==> src/rtl/booth_controller.sv <==
// ---------------------------------------------------------------------------
// booth_controller
//
// Control unit for a radix-2 Booth multiplier. Sequences an external
// A/Q/Q-1/M datapath through one multiplication: load the operands, then for
// REG_WIDTH iterations inspect {q0,q_1}, optionally add or subtract M into A,
// and arithmetic-shift A:Q:Q-1 right. When the iterations are exhausted, A:Q
// is copied to the result registers and a one-cycle done pulse is raised.
//
// Ports
//   clk      in   sole clock, rising edge
//   rst_n    in   synchronous active-low reset
//   start    in   begin a multiplication (honoured in IDLE only)
//   abort    in   cancel the operation in progress (any non-IDLE state)
//   q0       in   current LSB of the Q register
//   q_1      in   current Q-1 bit
//   load_a   out  A register write enable
//   load_q   out  load multiplier operand into Q
//   load_m   out  load multiplicand operand into M
//   clr_a    out  A input mux selects zero (only with load_a in LOAD)
//   clr_q1   out  clear the Q-1 flop
//   alu_add  out  ALU computes A+M
//   alu_sub  out  ALU computes A-M
//   shr      out  arithmetic shift right of A:Q:Q-1
//   dump     out  copy A:Q into the result registers
//   busy     out  high in every state except IDLE
//   done     out  one-cycle pulse marking a valid result
//   count    out  remaining iterations
//
// REG_WIDTH is the operand width and iteration count; meaningful values are
// 2..64.
// ---------------------------------------------------------------------------
module booth_controller #(
  parameter int REG_WIDTH = 8
) (
  input  logic                             clk,
  input  logic                             rst_n,
  input  logic                             start,
  input  logic                             abort,
  input  logic                             q0,
  input  logic                             q_1,
  output logic                             load_a,
  output logic                             load_q,
  output logic                             load_m,
  output logic                             clr_a,
  output logic                             clr_q1,
  output logic                             alu_add,
  output logic                             alu_sub,
  output logic                             shr,
  output logic                             dump,
  output logic                             busy,
  output logic                             done,
  output logic [$clog2(REG_WIDTH+1)-1:0]   count
);

  localparam int CW = $clog2(REG_WIDTH + 1);

  typedef enum logic [2:0] {
    IDLE,
    LOAD,
    EVAL,
    ADD,
    SUB,
    SHIFT,
    DUMP,
    DONE
  } state_e;

  state_e        state_q, state_d;
  logic [CW-1:0] count_q, count_d;

  // Next-state and iteration-counter logic. Abort overrides every other
  // transition and also freezes the counter, so the aborted operation leaves
  // count at the value it had when it was cancelled.
  always_comb begin
    state_d = state_q;
    count_d = count_q;
    if (abort && (state_q != IDLE)) begin
      state_d = IDLE;
    end else begin
      case (state_q)
        IDLE: begin
          if (start) state_d = LOAD;
        end
        LOAD: begin
          count_d = CW'(REG_WIDTH);
          state_d = EVAL;
        end
        EVAL: begin
          case ({q0, q_1})
            2'b10:   state_d = SUB;
            2'b01:   state_d = ADD;
            default: state_d = SHIFT;
          endcase
        end
        ADD: state_d = SHIFT;
        SUB: state_d = SHIFT;
        SHIFT: begin
          // Saturate at zero; a zero count here also exits so the FSM can
          // never loop forever on a corrupted counter.
          if (count_q != '0) count_d = count_q - CW'(1);
          if (count_q <= CW'(1)) state_d = DUMP;
          else                   state_d = EVAL;
        end
        DUMP:    state_d = DONE;
        DONE:    state_d = IDLE;
        default: state_d = IDLE;
      endcase
    end
  end

  always_ff @(posedge clk) begin
    if (!rst_n) begin
      state_q <= IDLE;
      count_q <= '0;
    end else begin
      state_q <= state_d;
      count_q <= count_d;
    end
  end

  // Moore output decode: strobes depend on the state register only.
  always_comb begin
    load_a  = 1'b0;
    load_q  = 1'b0;
    load_m  = 1'b0;
    clr_a   = 1'b0;
    clr_q1  = 1'b0;
    alu_add = 1'b0;
    alu_sub = 1'b0;
    shr     = 1'b0;
    dump    = 1'b0;
    done    = 1'b0;
    busy    = (state_q != IDLE);
    case (state_q)
      LOAD: begin
        load_a = 1'b1;
        clr_a  = 1'b1;
        load_q = 1'b1;
        load_m = 1'b1;
        clr_q1 = 1'b1;
      end
      ADD: begin
        alu_add = 1'b1;
        load_a  = 1'b1;
      end
      SUB: begin
        alu_sub = 1'b1;
        load_a  = 1'b1;
      end
      SHIFT:   shr  = 1'b1;
      DUMP:    dump = 1'b1;
      DONE:    done = 1'b1;
      default: ;
    endcase
  end

  assign count = count_q;

endmodule

==> config.mk <==
export PLATFORM = sky130hd
export DESIGN_NAME = booth_controller
export DESIGN_NICKNAME = d
export VERILOG_FILES = /design/src/rtl/booth_controller.sv
export SDC_FILE = /design/constraint.sdc
export NUM_CORES = 1
export LEC_CHECK = 0
export CELL_PAD_IN_SITES_DETAIL_PLACEMENT = 1
export CELL_PAD_IN_SITES_GLOBAL_PLACEMENT = 2
export CORE_MARGIN = 2
export CORE_UTILIZATION = 20
export CTS_CLUSTER_DIAMETER = 50
export CTS_CLUSTER_SIZE = 28
export DETAILED_ROUTE_END_ITERATION = 10
export PLACE_DENSITY_LB_ADDON = 0.08
export SLEW_MARGIN = 0
export SYNTH_ARGS = -nofsm -noshare
export SYNTH_HDL_FRONTEND = slang
export SYNTH_SLANG_ARGS = --single-unit
==> constraint.sdc <==
create_clock -name clk -period 1.4 [get_ports clk]
set_clock_uncertainty 0.1 [all_clocks]
set_input_delay 0.21 -clock clk [delete_from_list [all_inputs] [get_ports clk]]
set_output_delay 0.21 -clock clk [all_outputs]
set_load 0.005 [all_outputs]
==> metrics.md <==
| Metric | Value |
|---|---|
| Dpl cells | `~130` |
| Routed WL | `about 1700 microns` |
| CORE AREA | `between 2000 and 2500 sq um` |
| Setup-failing EPs final | `10` |
| Max-slew headroom | `0.765` |
| Yosys cell types | `31` |
| Pleak | `about 0.46 nW` |
| CP peak stage delay | `between 0.4 and 0.5 ns` |
| H-Tree Depth | `1` |
| Worst R2R Path Depth | `4` |
| CTS buffer count | `3` |
| Layout cell share with drive strength beyond 1 | `0.670` |
| Synth Area per Inst | `between 8 and 9 sq um` |
| Pre-CTS setup slack | `-0.304 ns` |
| Peak supply drop | `about 0.36 mV` |
| Vias in the first global route | `approximately 630` |
| All-Layer GR Usage | `0.131` |
| IO Port Bufs | `20` |
| Seq/Total Area, Yosys | `0.276` |
| Max-cap check violation count | `0` |
| Synthesis-stage register bit count | `7` |
| Via count | `630` |
| CTS tree | `done` |
| Final Cycle Share | `1.10` |
| Grt peak-use layer | `met2` |
| Post-synth EDFFs | `0` |
| DIE WIDTH | `approximately 54 microns` |
| Met2 Use GR | `0.243` |
| Final net count | `116` |
| Clock Sinks | `7` |
| Root Buffer | `clkbuf_4` |
| Unrepaired setup endpoints after global routing | `true` |
| Fraction of registers with async set/reset | `0` |
| Die footprint | `approximately 3000 sq um` |
| Worst-Margin Slew | `roughly 0.35 ns` |
| Setup ws final | `-0.147 ns` |
| # hold bufs at CTS | `0` |
| Layout Cells excl Fill | `between 100 and 150` |
| Commonest non-fill, non-tap cell in the layout | `buf_4` |
| Area delta synth->final | `111%` |
| Chip Height | `about 54 microns` |
| Post-route DRC | `0` |
| Yosys warnings | `0` |
| Reg clk slew, reported paths | `0.05 ns` |
| Antenna diodes | `0` |
| Critical Path Slowest Stage Cell | `or4_4` |
| Syn_nets | `between 70 and 80` |
| Pin count of the biggest net entering global routing | `10` |
| Top cells by area, synth | `dfxtp_1 28%, ha_1 7.4%, a21oi_1 4.9%` |
| Initial Util | `0.209` |
| Detail Placement HPWL | `1210 microns` |
| Post-synth top area share | `0.276` |
| I/O pins | `21` |
| Clk buf depth | `2` |
| Final Hold Vio Count | `0` |
| ANT nets after route | `0` |
| Failing checks | `setup timing` |
| Grt met3 use | `0.0410` |
| Most common flop cell mapped by yosys | `dfxtp_1` |
| Most frequent cells in the layout | `18 x buf_4, 9 x buf_6, 8 x buf_2` |
| Mapped Area | `508 sq um` |
| Grt ovf | `0` |
| Initial antenna violation count | `0` |
| Rows | `18` |
| Core Util, Final | `0.441` |
| Final Slew Violations | `0` |
| Status | `complete, but fails checks` |
| Gate Count Post-Synth | `between 60 and 70` |
| Gp weighted congestion | `slightly above 0.6` |
| Clk_lat worst skew | `about 0.26 ns` |
| Buf/Inv on CP | `1` |
| Detailed Route Iter0 Violations | `0` |
| Critical Path Stages | `4` |
| Setup crit end kind | `flop` |
| Fillers | `~300` |
| 1st-pass router iterations | `1` |
| F_max | `646 MHz` |
| WHS Path Cells | `2` |
| Min cycle time layout | `about 1.5 ns` |
| Kind of critical path | `flop to flop` |
| First-pass GRT wire length | `2730 microns` |
| Met1 GRT Util | `0.140` |
| CP max FO | `6` |
| Crit path cell chain | `buf_6, or3b_1, or4_4, a21oi_2` |
| Vias per cell | `~4.6` |
| Synth area leader | `dfxtp_1` |
| Worst path required time | `around 1.5 ns` |
| Crit path DAT | `1.63 ns` |
| Delay-heaviest family, CP | `simple AND/OR/NAND/NOR gates` |
| Worst Setup Start Kind | `flop` |
| Routed WL per cell | `12.7 microns` |
| Power per standard cell area | `a little under 700 nW/um^2` |
| Worst Hold Class | `flop to flop` |
[through the flow]
stage | area [sq um] | power [mW] | setup TNS, ns | hold WS (ns)
floorplan | 510 | 0.346 | -0.0914 | 0.199
global placement | 860 | 0.492 | -2.89 | 0.445
detailed placement | 860 | 0.491 | -2.96 | 0.458
CTS | 972 | 0.723 | -0.636 | 0.438
global route | 1070 | 0.802 | -1.48 | 0.499
finish | 1070 | 0.748 | -0.636 | 0.471
[sequential cells by signal, summed over array words and instances (netlist names)]
signal and count:
state_q 3, count 4
[repair_timing]
| action | CTS | global route |
|---|---|---|
| gates cloned | 0 | 0 |
| pin swaps | 8 | 9 |
| endpoints found under the hold margin | 0 | 0 |
| setup endpoints to repair | 21 | 17 |
| gates resized for setup | 81 | 20 |
| setup buffers | 2 | 4 |
[power breakdown]
part | internal [mW] | switching, mW
Clock | 0.110 | 0.0874
Sequential | 0.209 | 0.0173
Combinational | 0.189 | 0.136
Total | 0.507 | 0.240
[cell families after synthesis]
logic type	share of synthesized area
DFF	0.276
AOI/OAI and AO/OA	0.241
adders and majority gates	0.0739
buffers and inverters	0.0985
and+or+nand+nor	0.310
[final timing paths]
kind / startpoint / slack [ns] / to
worst min-delay path: count[2] / 0.47 / count[2]
worst min register to register: count[2] / 0.47 / count[2]
worst max-delay path: state_q[0] / -0.15 / count[2]
worst max register to register: state_q[0] / -0.15 / count[2]
[synth_stat cells (all sizes together) (3+ instances only)]
| cell type | count |
|---|---|
| a21oi | 5 |
| buf | 4 |
| or3b | 3 |
| dfxtp | 7 |
| nor2 | 3 |
| nor3b | 3 |
| inv | 5 |
| o21ai | 3 |
| ha | 3 |
[tightest hold or removal path: stages, from the launching register on]
cell and delay [ns]:
dfxtp_4 0.36, o21ai_0 0.11, a21oi_2 0.07
[area by class of cell]
cell class / count / area, sq um / share of cell area
flip-flops and latches: 7 / 161 / 0.150
multi-input cells: 45 / 453 / 0.422
repair buffers: 45 / 367 / 0.341
inverters: 5 / 28.8 / 0.0268
clock buffers: 4 / 26.3 / 0.0245
well taps: 30 / 37.5 / 0.0350
[metal layers]
| layer | part of all wire | up-vias |
|---|---|---|
| met5 | 0 | - |
| met4 | 0 | 0 |
| met3 | 0.049 | 0 |
| met2 | 0.53 | 14 |
| met1 | 0.42 | 298 |
| li1 | - | 318 |
Note: power is estimated with default switching activity, not from simulation.
